**src/rtl/color_correction_matrix_pkg.sv**
```systemverilog
// Shared constants for the colour correction matrix: default widths,
// coefficient register indices, identity value and frame-state encoding.
// Optional feature macro: CCM_OFFSET_EN (adds R/G/B offset registers 9-11).
package color_correction_matrix_pkg;

  localparam int CCM_DATA_W    = 8;
  localparam int CCM_COEF_W    = 12;
  localparam int CCM_FRAC_BITS = 8;
  localparam int CCM_FCNT_W    = 16;

  localparam int CCM_NUM_COEF  = 9;
  localparam int CCM_NUM_OFF   = 3;

  // Row-major coefficient indices.
  localparam logic [3:0] CCM_RR    = 4'd0;
  localparam logic [3:0] CCM_RG    = 4'd1;
  localparam logic [3:0] CCM_RB    = 4'd2;
  localparam logic [3:0] CCM_GR    = 4'd3;
  localparam logic [3:0] CCM_GG    = 4'd4;
  localparam logic [3:0] CCM_GB    = 4'd5;
  localparam logic [3:0] CCM_BR    = 4'd6;
  localparam logic [3:0] CCM_BG    = 4'd7;
  localparam logic [3:0] CCM_BB    = 4'd8;
  localparam logic [3:0] CCM_OFF_R = 4'd9;
  localparam logic [3:0] CCM_OFF_G = 4'd10;
  localparam logic [3:0] CCM_OFF_B = 4'd11;

  // 1.0 in coefficient units at the default fractional precision.
  localparam logic signed [CCM_COEF_W-1:0] CCM_IDENTITY = CCM_COEF_W'(1 << CCM_FRAC_BITS);

  // Frame-state encoding.
  localparam logic [0:0] ST_IDLE   = 1'b0;
  localparam logic [0:0] ST_ACTIVE = 1'b1;

  // True for the diagonal entries of the 3x3 matrix.
  function automatic logic is_diag(int idx);
    return (idx == int'(CCM_RR)) || (idx == int'(CCM_GG)) || (idx == int'(CCM_BB));
  endfunction

endpackage

```
**src/rtl/color_correction_matrix_if.sv**
```systemverilog
// Pixel, configuration and status bundle for the colour correction matrix.
// master: upstream/software side; slave: the correction block.
// Optional feature macro: CCM_OFFSET_EN (no extra signals, only extra addresses).
interface color_correction_matrix_if
  import color_correction_matrix_pkg::*;
#(
  parameter int DATA_W = CCM_DATA_W,
  parameter int COEF_W = CCM_COEF_W,
  parameter int FCNT_W = CCM_FCNT_W
);

  logic [DATA_W-1:0] iR;
  logic [DATA_W-1:0] iG;
  logic [DATA_W-1:0] iB;
  logic              iValid;
  logic              iDone;

  logic              cfgWe;
  logic [3:0]        cfgAddr;
  logic [COEF_W-1:0] cfgData;
  logic              cfgCommit;

  logic [DATA_W-1:0] oR;
  logic [DATA_W-1:0] oG;
  logic [DATA_W-1:0] oB;
  logic              oValid;
  logic              oDone;
  logic              oPending;
  logic [FCNT_W-1:0] oFrameCnt;

  modport master (
    output iR, iG, iB, iValid, iDone,
    output cfgWe, cfgAddr, cfgData, cfgCommit,
    input  oR, oG, oB, oValid, oDone, oPending, oFrameCnt
  );

  modport slave (
    input  iR, iG, iB, iValid, iDone,
    input  cfgWe, cfgAddr, cfgData, cfgCommit,
    output oR, oG, oB, oValid, oDone, oPending, oFrameCnt
  );

endinterface

```
**src/rtl/color_correction_matrix_channel.sv**
```systemverilog
// One output row of the matrix: three signed multiplies, sum with rounding,
// arithmetic shift and clamp to the unsigned pixel range. Three stages.
// Optional feature macro: CCM_OFFSET_EN (adds an integer offset in stage 2).
module ccm_channel
  import color_correction_matrix_pkg::*;
#(
  parameter int DATA_W    = CCM_DATA_W,
  parameter int COEF_W    = CCM_COEF_W,
  parameter int FRAC_BITS = CCM_FRAC_BITS
) (
  input  logic                     clk,
  input  logic                     reset,
  input  logic [DATA_W-1:0]        r,
  input  logic [DATA_W-1:0]        g,
  input  logic [DATA_W-1:0]        b,
  input  logic signed [COEF_W-1:0] c0,
  input  logic signed [COEF_W-1:0] c1,
  input  logic signed [COEF_W-1:0] c2,
`ifdef CCM_OFFSET_EN
  input  logic signed [COEF_W-1:0] offset,
`endif
  output logic [DATA_W-1:0]        pix
);

  localparam int PROD_W = DATA_W + 1 + COEF_W;
  localparam int SUM_W  = DATA_W + COEF_W + 3;

  localparam logic signed [SUM_W-1:0] ROUND   = SUM_W'(1) <<< (FRAC_BITS - 1);
  localparam logic signed [SUM_W-1:0] PIX_MAX = SUM_W'((1 << DATA_W) - 1);

  logic signed [PROD_W-1:0] p0;
  logic signed [PROD_W-1:0] p1;
  logic signed [PROD_W-1:0] p2;
  logic signed [SUM_W-1:0]  sum_d;
  logic signed [SUM_W-1:0]  sum_q;
  logic signed [SUM_W-1:0]  shifted;
`ifdef CCM_OFFSET_EN
  logic signed [COEF_W-1:0] off_q;
`endif

  // Stage 1: full-precision products; inputs are zero-extended so they stay positive.
  always_ff @(posedge clk or posedge reset) begin
    if (reset) begin
      p0 <= '0;
      p1 <= '0;
      p2 <= '0;
    end else begin
      p0 <= PROD_W'($signed({1'b0, r})) * PROD_W'(c0);
      p1 <= PROD_W'($signed({1'b0, g})) * PROD_W'(c1);
      p2 <= PROD_W'($signed({1'b0, b})) * PROD_W'(c2);
    end
  end

`ifdef CCM_OFFSET_EN
  // Offset is captured alongside the products so it comes from the same bank.
  always_ff @(posedge clk or posedge reset) begin
    if (reset) begin
      off_q <= '0;
    end else begin
      off_q <= offset;
    end
  end
`endif

  // Stage 2 combinational sum: products, optional scaled offset, half-LSB rounding.
  always_comb begin
    sum_d = SUM_W'(p0) + SUM_W'(p1) + SUM_W'(p2) + ROUND;
`ifdef CCM_OFFSET_EN
    sum_d = sum_d + (SUM_W'(off_q) <<< FRAC_BITS);
`endif
  end

  // Stage 2 register.
  always_ff @(posedge clk or posedge reset) begin
    if (reset) begin
      sum_q <= '0;
    end else begin
      sum_q <= sum_d;
    end
  end

  assign shifted = sum_q >>> FRAC_BITS;

  // Stage 3: clamp the rescaled sum into 0 .. 2^DATA_W-1.
  always_ff @(posedge clk or posedge reset) begin
    if (reset) begin
      pix <= '0;
    end else if (shifted < 0) begin
      pix <= '0;
    end else if (shifted > PIX_MAX) begin
      pix <= '1;
    end else begin
      pix <= shifted[DATA_W-1:0];
    end
  end

endmodule

```
**src/rtl/color_correction_matrix.sv**
```systemverilog
// Colour correction matrix top: double-buffered coefficient banks, frame
// state machine, commit handling, valid/done alignment chain, frame counter
// and three ccm_channel rows.
// Optional feature macro: CCM_OFFSET_EN (R/G/B offsets at addresses 9-11).
//
// state     | meaning
// ----------+-----------------------------------------------------------
// ST_IDLE   | between frames; a pending commit is applied at the next edge
// ST_ACTIVE | frame in progress; commit waits for iDone
module color_correction_matrix
  import color_correction_matrix_pkg::*;
#(
  parameter int DATA_W    = CCM_DATA_W,
  parameter int COEF_W    = CCM_COEF_W,
  parameter int FRAC_BITS = CCM_FRAC_BITS,
  parameter int FCNT_W    = CCM_FCNT_W
) (
  input logic                      clk,
  input logic                      reset,
  color_correction_matrix_if.slave bus
);

`ifdef CCM_OFFSET_EN
  localparam int NREG = CCM_NUM_COEF + CCM_NUM_OFF;
`else
  localparam int NREG = CCM_NUM_COEF;
`endif

  localparam logic [COEF_W-1:0] UNITY = COEF_W'(1 << FRAC_BITS);

  logic [COEF_W-1:0] shadow [NREG];
  logic [COEF_W-1:0] active [NREG];
  logic [NREG-1:0]   wr_hit;
  logic [0:0]        state;
  logic              pending;
  logic              commit_req;
  logic              xfer;
  logic [2:0]        valid_sr;
  logic [2:0]        done_sr;
  logic [FCNT_W-1:0] frame_cnt;

  function automatic logic [COEF_W-1:0] reset_val(int idx);
    return is_diag(idx) ? UNITY : '0;
  endfunction

  // Decode shadow writes and decide whether the bank transfer fires this edge.
  always_comb begin
    wr_hit = '0;
    for (int i = 0; i < NREG; i++) begin
      wr_hit[i] = bus.cfgWe && (bus.cfgAddr == 4'(i));
    end
    commit_req = pending || bus.cfgCommit;
    xfer       = commit_req && ((state == ST_IDLE) || bus.iDone);
  end

  // Shadow takes software writes; active copies shadow (including a same-edge write) on transfer.
  always_ff @(posedge clk or posedge reset) begin
    if (reset) begin
      for (int i = 0; i < NREG; i++) begin
        shadow[i] <= reset_val(i);
        active[i] <= reset_val(i);
      end
    end else begin
      for (int i = 0; i < NREG; i++) begin
        if (wr_hit[i]) begin
          shadow[i] <= bus.cfgData;
        end
        if (xfer) begin
          active[i] <= wr_hit[i] ? bus.cfgData : shadow[i];
        end
      end
    end
  end

  // Commit request stays pending until the transfer edge clears it.
  always_ff @(posedge clk or posedge reset) begin
    if (reset) begin
      pending <= 1'b0;
    end else begin
      pending <= commit_req && !xfer;
    end
  end

  // Frame state: iDone ends the frame even if a pixel arrives with it.
  always_ff @(posedge clk or posedge reset) begin
    if (reset) begin
      state <= ST_IDLE;
    end else if (bus.iDone) begin
      state <= ST_IDLE;
    end else if (bus.iValid) begin
      state <= ST_ACTIVE;
    end
  end

  // Valid/done strobes travel alongside the three pixel stages.
  always_ff @(posedge clk or posedge reset) begin
    if (reset) begin
      valid_sr <= '0;
      done_sr  <= '0;
    end else begin
      valid_sr <= {valid_sr[1:0], bus.iValid};
      done_sr  <= {done_sr[1:0], bus.iDone};
    end
  end

  // Count completed frames at the input side; wraps naturally.
  always_ff @(posedge clk or posedge reset) begin
    if (reset) begin
      frame_cnt <= '0;
    end else if (bus.iDone) begin
      frame_cnt <= frame_cnt + 1'b1;
    end
  end

  ccm_channel #(.DATA_W(DATA_W), .COEF_W(COEF_W), .FRAC_BITS(FRAC_BITS)) u_ch_r (
    .clk    (clk),
    .reset  (reset),
    .r      (bus.iR),
    .g      (bus.iG),
    .b      (bus.iB),
    .c0     (active[CCM_RR]),
    .c1     (active[CCM_RG]),
    .c2     (active[CCM_RB]),
`ifdef CCM_OFFSET_EN
    .offset (active[CCM_OFF_R]),
`endif
    .pix    (bus.oR)
  );

  ccm_channel #(.DATA_W(DATA_W), .COEF_W(COEF_W), .FRAC_BITS(FRAC_BITS)) u_ch_g (
    .clk    (clk),
    .reset  (reset),
    .r      (bus.iR),
    .g      (bus.iG),
    .b      (bus.iB),
    .c0     (active[CCM_GR]),
    .c1     (active[CCM_GG]),
    .c2     (active[CCM_GB]),
`ifdef CCM_OFFSET_EN
    .offset (active[CCM_OFF_G]),
`endif
    .pix    (bus.oG)
  );

  ccm_channel #(.DATA_W(DATA_W), .COEF_W(COEF_W), .FRAC_BITS(FRAC_BITS)) u_ch_b (
    .clk    (clk),
    .reset  (reset),
    .r      (bus.iR),
    .g      (bus.iG),
    .b      (bus.iB),
    .c0     (active[CCM_BR]),
    .c1     (active[CCM_BG]),
    .c2     (active[CCM_BB]),
`ifdef CCM_OFFSET_EN
    .offset (active[CCM_OFF_B]),
`endif
    .pix    (bus.oB)
  );

  assign bus.oValid    = valid_sr[2];
  assign bus.oDone     = done_sr[2];
  assign bus.oPending  = pending;
  assign bus.oFrameCnt = frame_cnt;

endmodule
```
**src/flat_wrapper.sv**
```systemverilog
// flat-port wrapper written by rule: the top's interface ports become plain ports
module color_correction_matrix_flat import color_correction_matrix_pkg::*;
#(
  parameter int DATA_W    = CCM_DATA_W,
  parameter int COEF_W    = CCM_COEF_W,
  parameter int FRAC_BITS = CCM_FRAC_BITS,
  parameter int FCNT_W    = CCM_FCNT_W
)
  (clk, reset, bus_iR, bus_iG, bus_iB, bus_iValid, bus_iDone, bus_cfgWe, bus_cfgAddr, bus_cfgData, bus_cfgCommit, bus_oR, bus_oG, bus_oB, bus_oValid, bus_oDone, bus_oPending, bus_oFrameCnt);
  color_correction_matrix_if #(.DATA_W(DATA_W), .COEF_W(COEF_W), .FCNT_W(FCNT_W)) bus_i ();
  input logic clk;
  input logic reset;
  input wire logic [$bits(bus_i.iR)-1:0] bus_iR;
  input wire logic [$bits(bus_i.iG)-1:0] bus_iG;
  input wire logic [$bits(bus_i.iB)-1:0] bus_iB;
  input wire logic [$bits(bus_i.iValid)-1:0] bus_iValid;
  input wire logic [$bits(bus_i.iDone)-1:0] bus_iDone;
  input wire logic [$bits(bus_i.cfgWe)-1:0] bus_cfgWe;
  input wire logic [$bits(bus_i.cfgAddr)-1:0] bus_cfgAddr;
  input wire logic [$bits(bus_i.cfgData)-1:0] bus_cfgData;
  input wire logic [$bits(bus_i.cfgCommit)-1:0] bus_cfgCommit;
  output wire logic [$bits(bus_i.oR)-1:0] bus_oR;
  output wire logic [$bits(bus_i.oG)-1:0] bus_oG;
  output wire logic [$bits(bus_i.oB)-1:0] bus_oB;
  output wire logic [$bits(bus_i.oValid)-1:0] bus_oValid;
  output wire logic [$bits(bus_i.oDone)-1:0] bus_oDone;
  output wire logic [$bits(bus_i.oPending)-1:0] bus_oPending;
  output wire logic [$bits(bus_i.oFrameCnt)-1:0] bus_oFrameCnt;
  assign bus_i.iR = bus_iR;
  assign bus_i.iG = bus_iG;
  assign bus_i.iB = bus_iB;
  assign bus_i.iValid = bus_iValid;
  assign bus_i.iDone = bus_iDone;
  assign bus_i.cfgWe = bus_cfgWe;
  assign bus_i.cfgAddr = bus_cfgAddr;
  assign bus_i.cfgData = bus_cfgData;
  assign bus_i.cfgCommit = bus_cfgCommit;
  assign bus_oR = bus_i.oR;
  assign bus_oG = bus_i.oG;
  assign bus_oB = bus_i.oB;
  assign bus_oValid = bus_i.oValid;
  assign bus_oDone = bus_i.oDone;
  assign bus_oPending = bus_i.oPending;
  assign bus_oFrameCnt = bus_i.oFrameCnt;
  color_correction_matrix #(.DATA_W(DATA_W), .COEF_W(COEF_W), .FRAC_BITS(FRAC_BITS), .FCNT_W(FCNT_W)) u_core (.clk(clk), .reset(reset), .bus(bus_i));
endmodule
```
**config.mk**
```make
export PLATFORM = sky130hd
export DESIGN_NAME = color_correction_matrix_flat
export DESIGN_NICKNAME = d
export VERILOG_FILES = /design/src/rtl/color_correction_matrix_pkg.sv /design/src/rtl/color_correction_matrix_if.sv /design/src/rtl/color_correction_matrix_channel.sv /design/src/rtl/color_correction_matrix.sv /design/src/flat_wrapper.sv
export SDC_FILE = /design/constraint.sdc
export NUM_CORES = 2
export LEC_CHECK = 0
export ABC_AREA = 1
export CAP_MARGIN = 20
export CORE_MARGIN = 5
export CORE_UTILIZATION = 60
export DETAILED_ROUTE_END_ITERATION = 7
export HOLD_SLACK_MARGIN = 0.15
export PLACE_DENSITY = 0.77
export SLEW_MARGIN = 10
export SYNTH_ARGS = -nofsm -noshare
export SYNTH_HDL_FRONTEND = slang
export SYNTH_SLANG_ARGS = --single-unit
```
**constraint.sdc**
```tcl
create_clock -name clk -period 22.4 [get_ports clk]
set_clock_uncertainty 0.15 [all_clocks]
set_input_delay 4.48 -clock clk [delete_from_list [all_inputs] [get_ports clk]]
set_output_delay 4.48 -clock clk [all_outputs]
set_load 0.05 [all_outputs]
```
Yosys cells after proc, flatten, opt, wreduce, memory -nomap -nowiden
Index checks and enable logic that the tools add are counted.
Storage, ports and cells
  register bits: 522
  latch bits: 0
  memory bits (writable): 0
  ROM bits: 0
  input port bits: 46
  word-level logic and storage cells: 105
  memories: 0
Cells by class
  $add $sub $neg: 10
  $mul: 9
  div/mod/pow operators: 0
  order comparisons: 6
  eq/ne operators: 8
  shift operators: 0
  mux-type cells: 17
  bitwise operators: 1
  reduce and logical (&&, ||, !) cells: 16
Operators by type and width (number)
  multiplier 9 x 12 -> 21 bit: 9
  two-way mux 12 bit: 9
  adder 22 x 21 -> 23 bit: 3
  adder 23 x 9 -> 23 bit (second input constant): 3
  adder 21 x 21 -> 22 bit: 3
  two-way mux 8 bit: 6
  greater-than comparator 15 x 9 -> 1 bit (second input constant): 3
  < comparator 15 x 1 -> 1 bit (second input constant): 3
  adder 16 x 1 -> 16 bit (second input constant): 1
  == test 4 x 3 -> 1 bit (second input constant): 4
  logical AND 1 bit: 11
  == test 4 x 2 -> 1 bit (second input constant): 2
  == test 4 x 1 -> 1 bit (second input constant): 1
  == test 4 bit (second input constant): 1
  logical NOT 4 bit: 1
  logical OR 1 bit: 2
  two-way mux 1 bit: 2
  nonzero test 2 bit: 1
  logical NOT 1 bit: 1
  NOT 1 bit: 1

Depth between registers and ports, before layout
  word-level depth: 5
  mapped depth: 21
  gate-level depth less buffers: 19

Modules after synthesis
From an unflattened synthesis, not the netlist that was laid out.
Second synthesis, totals
  cells, all modules: 7011
  area, all modules: 56235.2 µm²
Modules (own cells, without submodules)
  ccm_channel at u_core.u_ch_b: times used 1, cells each 1980, area each 15522.4 µm², seq. area each 2152.1 µm²
  ccm_channel at u_core.u_ch_g: times used 1, cells each 1978, area each 15514.9 µm², seq. area each 2152.1 µm²
  ccm_channel at u_core.u_ch_r: times used 1, cells each 1976, area each 15496.1 µm², seq. area each 2152.1 µm²
  color_correction_matrix: times used 1, cells each 1077, area each 9701.8 µm², seq. area each 6013.3 µm²

Worst setup path after synthesis
Ideal clock, no wire load.
  path kind: in2reg
  start: input bus_iG[2]
  end: register u_core.u_ch_g.p1[19]
  library setup time: 117 ps
  arrival: 8336 ps
  data required time: 22134 ps
  slack: 13797 ps
  cell stages on the path: 17
  path buffers: 2
  path through: clkbuf_1 > clkbuf_1 > nand2_1 > fa_1 > inv_1 > fa_1 > inv_1 > fa_1 > fa_1 > inv_1 > ha_1 > inv_1 > nor3_1 > and2_1 > nand2_1 > nand3_1 > nand2_1
On the way
  word-level cells in the longest chain between the ends: 1
Ends and longest elaborated chain
  from (decl): line flat_wrapper.sv:14  | input wire logic [$bits(bus_i.iG)-1:0] bus_iG;
  multiplier 9 x 12 -> 21 bit: line color_correction_matrix_channel.sv:49  | p1 <= PROD_W'($signed({1'b0, g})) * PROD_W'(c1);
  to (signal assigned): line color_correction_matrix_channel.sv:49
  to (decl): line color_correction_matrix_channel.sv:32  | logic signed [PROD_W-1:0] p1;
Every way passes these cells.
A chain may end at the register's enable or synchronous reset.

Worst setup path after layout
  start: input bus_iG[0]
  end: register u_core.u_ch_g.p1[19]
The elaborated chain is that of the path after synthesis.

==> flow_metrics.py <==
metrics = {
    "placement": {
        "place.gp.congestion": 0.903,
        "dp_hpwl_um": 97700,
        "port_buffers": 88,
    },
    "timing": {
        "slew_headroom_pct": 27.5,
        "finalHoldViolCount": 0,
        "fin_tns_setup_ns": 0,
        "worstMarginPinSlew_ns": 1.08,
        "setup_violations": 0,
        "fmax_mhz": 113,
        "rsz0062_at_grt": "no",
        "final.min_clock_period_ns": 8.83,
        "fin_crit_sh_pct": 39.4,
        "slew_viol_final": 0,
    },
    "clock_network": {
        "cts_setup_buffers": 0,
        "clk_pin_slew_ns": 0.06,
        "htreeDepth": 2,
        "cts.sinks": 498,
        "cts_resized": 0,
        "cts_tree": "built",
        "cts_root_buf": "clkbuf_16",
        "clock_latency_ns": 0.68,
        "clk_path_buf_depth": 3,
        "cts_hold_buf": 0,
        "cts_buffers": 58,
    },
    "synth": {
        "netlist_top_cells_area": "fa_1 (28%), dfrtp_1 (22%), inv_1 (12%)",
        "netlist_instances": 6571,
        "synth_nets": 7878,
        "synth_top_area_cell": "fa_1",
        "syn_avg_cell_area_um2": 8.38,
        "yosysUniqueCellTypes": 33,
        "syn_area_um2": 55000,
        "yosysSeqAreaShare_pct": 22.7,
        "yosysTopAreaCellShare_pct": 27.7,
        "ys_ff_latch": 498,
        "synth_warnings": 0,
    },
    "drt": {
        "drtIter0Drc": 2196,
        "detail_route.vias_per_cell": 5.18,
        "avgRoutedWirePerCell_um": 15.9,
        "vias": 40100,
        "antenna_left": 0,
        "drc_errors": 0,
        "firstDrtPassIters": 6,
        "drt-total-wl_um": 123000,
    },
    "floorplanning": {
        "pin_count": 89,
        "core_um2": 91400,
        "die_x_um": 313,
        "die_area_um2": 97900,
        "num_rows": 111,
        "die_h_um": 313,
        "initial_core_util_pct": 60.2,
    },
    "grt": {
        "grt_max_degree": 173,
        "antenna_found_initial": 2,
        "grt_pass1_wl_um": 210000,
        "grt_use_total_pct": 26.1,
        "gr-total-overflow": 0,
        "grt_pass1_vias": 42700,
    },
    "critical_path": {
        "r2r_start": "u_core.active[71]",
        "worst_ep_arrival_time_ns": 9.22,
        "cp_num_buf_inv": 6,
        "required_ns": 22.79,
        "cp-startpoint": "bus_iG[0]",
        "cp_top_family": "adder cells",
        "reg2reg_slack_ns": 17.72,
        "crit_type": "in -> reg",
        "r2r-end": "u_core.u_ch_g.p0[18]",
        "critPathCaptureType": "flop",
        "worst_path_max_delay_cell": "fa_1",
        "r2r_cells": 16,
        "cp_max_fo": 36,
        "path_cells": "clkdlybuf4s50_1 -> buf_4 -> nand2_1 -> fa_1 -> inv_1 -> fa_1 -> inv_1 -> fa_1 -> fa_1 -> inv_1 -> ha_1 -> inv_1 -> nor3_1 -> and2_1 -> nand2_1 -> nand3_1 -> nand2_1",
        "cp-start-kind": "input pin",
        "cpPeakStageDelay_ns": 0.77,
    },
    "min_path": {
        "hold_depth": 0,
        "min_to": "u_core.valid_sr[1]",
        "min_from": "u_core.valid_sr[0]",
        "holdCritPathClass": "reg -> reg",
    },
    "finish": {
        "area_delta_synth_final_pct": 6.60,
        "post_route_cells_drive_above_1_share_pct": 3.72,
        "num_antenna_cells": 0,
        "final_nets": 7818,
    },
    "run": {
        "cap_violations": 0,
    },
    "run_status": {
        "status": "completed",
    },
}
## kinds of logic (layout without fill, tap and decap cells)
group	count (synthesis)	in the layout	synth area share, %
compound gates	501	501	4.87
xor+xnor	190	190	3.02
fa+ha+maj	1261	1261	39.1
buf+inv	2012	1998	13.8
flops	498	498	22.7
mux	108	108	2.21
simple gates	2001	2001	14.4
## cells in the final DEF, fill, tap and decap left out, types with 10 or more instances in the layout
master,n
a31oi_1,10
inv_1,1772
clkbuf_8,11
clkbuf_1,13
o21ai_0,178
ha_1,499
dfrtp_1,492
nand3_1,168
nand4_1,32
o21bai_1,17
xnor2_1,58
nor2_1,157
clkbuf_16,58
and2_1,12
o31ai_1,15
a21oi_1,246
nand2_1,1583
clkdlybuf4s50_1,88
nor3_1,31
mux2_2,108
fa_1,762
a21o_1,18
xor2_1,132
buf_4,29
## flip-flops by register name, indices dropped and copies added, names as in the netlist, 16 cells and up
| signal | flops |
|---|---|
| u_core.active | 108 |
| u_core.shadow | 108 |
| u_core.u_ch_b.p0 | 21 |
| u_core.u_ch_b.p1 | 21 |
| u_core.u_ch_b.p2 | 21 |
| u_core.u_ch_g.p0 | 21 |
| u_core.u_ch_g.p1 | 21 |
| u_core.u_ch_g.p2 | 21 |
| u_core.u_ch_r.p0 | 21 |
| u_core.u_ch_r.p1 | 21 |
| u_core.u_ch_r.p2 | 21 |
| u_core.bus.oFrameCnt | 16 |
## metrics by stage
step / utilization [%] / hold WS (ns) / area (um2) / setup slack (ns) / instances
floorplan: - / 0.181 / 55000 / 3.88 / 6571
global placement: 62.1 / 0.183 / 56700 / 13.00 / 7636
detailed placement: 62.1 / 0.186 / 56700 / 12.95 / 7637
CTS: 64.2 / 0.200 / 58700 / 13.62 / 7743
global route: 64.2 / 0.217 / 58700 / 13.26 / 7743
finish: 64.2 / 0.197 / 58700 / 13.57 / 7743
## Yosys cell counts (all sizes together)
cell	n
nor4	6
nand3	168
o31ai	15
or2	2
o211ai	2
nor2b	1
mux2	108
nor2	160
buf	35
a21o	18
a21boi	4
and2	12
clkbuf	204
o21bai	17
inv	1773
o21a	9
xnor2	58
nand2	1583
ha	499
a21oi	246
dfstp	6
a31oi	10
xor2	132
o21ai	180
nor3	31
fa	762
nand3b	6
nand4	32
dfrtp	492
## how the worst max path moves through the flow
stage / end / slack [ns] / depth (start not counted)
after floorplan: u_core.active[0] / 3.88 / 1
after global placement: u_core.u_ch_r.p2[19] / 13.00 / 17
after detailed placement: u_core.u_ch_r.p2[18] / 12.95 / 16
after CTS: u_core.u_ch_g.p1[19] / 13.62 / 17
after global routing: u_core.u_ch_g.p1[20] / 13.26 / 17
final: u_core.u_ch_g.p1[19] / 13.57 / 17
## worst register-to-register path, cell delays in order (launching register included)
cell      delay [ns]
dfrtp_1         0.59
nand2_1         0.22
fa_1            0.71
inv_1           0.13
fa_1            0.59
inv_1           0.13
fa_1            0.50
fa_1            0.49
inv_1           0.04
ha_1            0.32
inv_1           0.09
o21bai_1        0.09
o21bai_1        0.16
a21oi_1         0.18
nand2_1         0.08
nand2_1         0.05
nand2_1         0.05
## final cells by class
cell class	instances	area [um2]
clock inverters	24	288
multi-input cells	4061	35000
well taps	1186	1480
inverters	1773	6660
clock buffers	82	1650
flip-flops and latches	498	12500
repair buffers	119	1130
fillers	7610	32700
## layer usage
layer | GRT usage [%] | share of wire (%)
met1 | 32.3 | 40
met5 | 0 | 0
met3 | 3.15 | 4.4
met4 | 13.6 | 6.4
met2 | 45.3 | 49
Power is not shown: default switching activity piles up to over one toggle a cycle in this logic, so the estimate is an artifact.
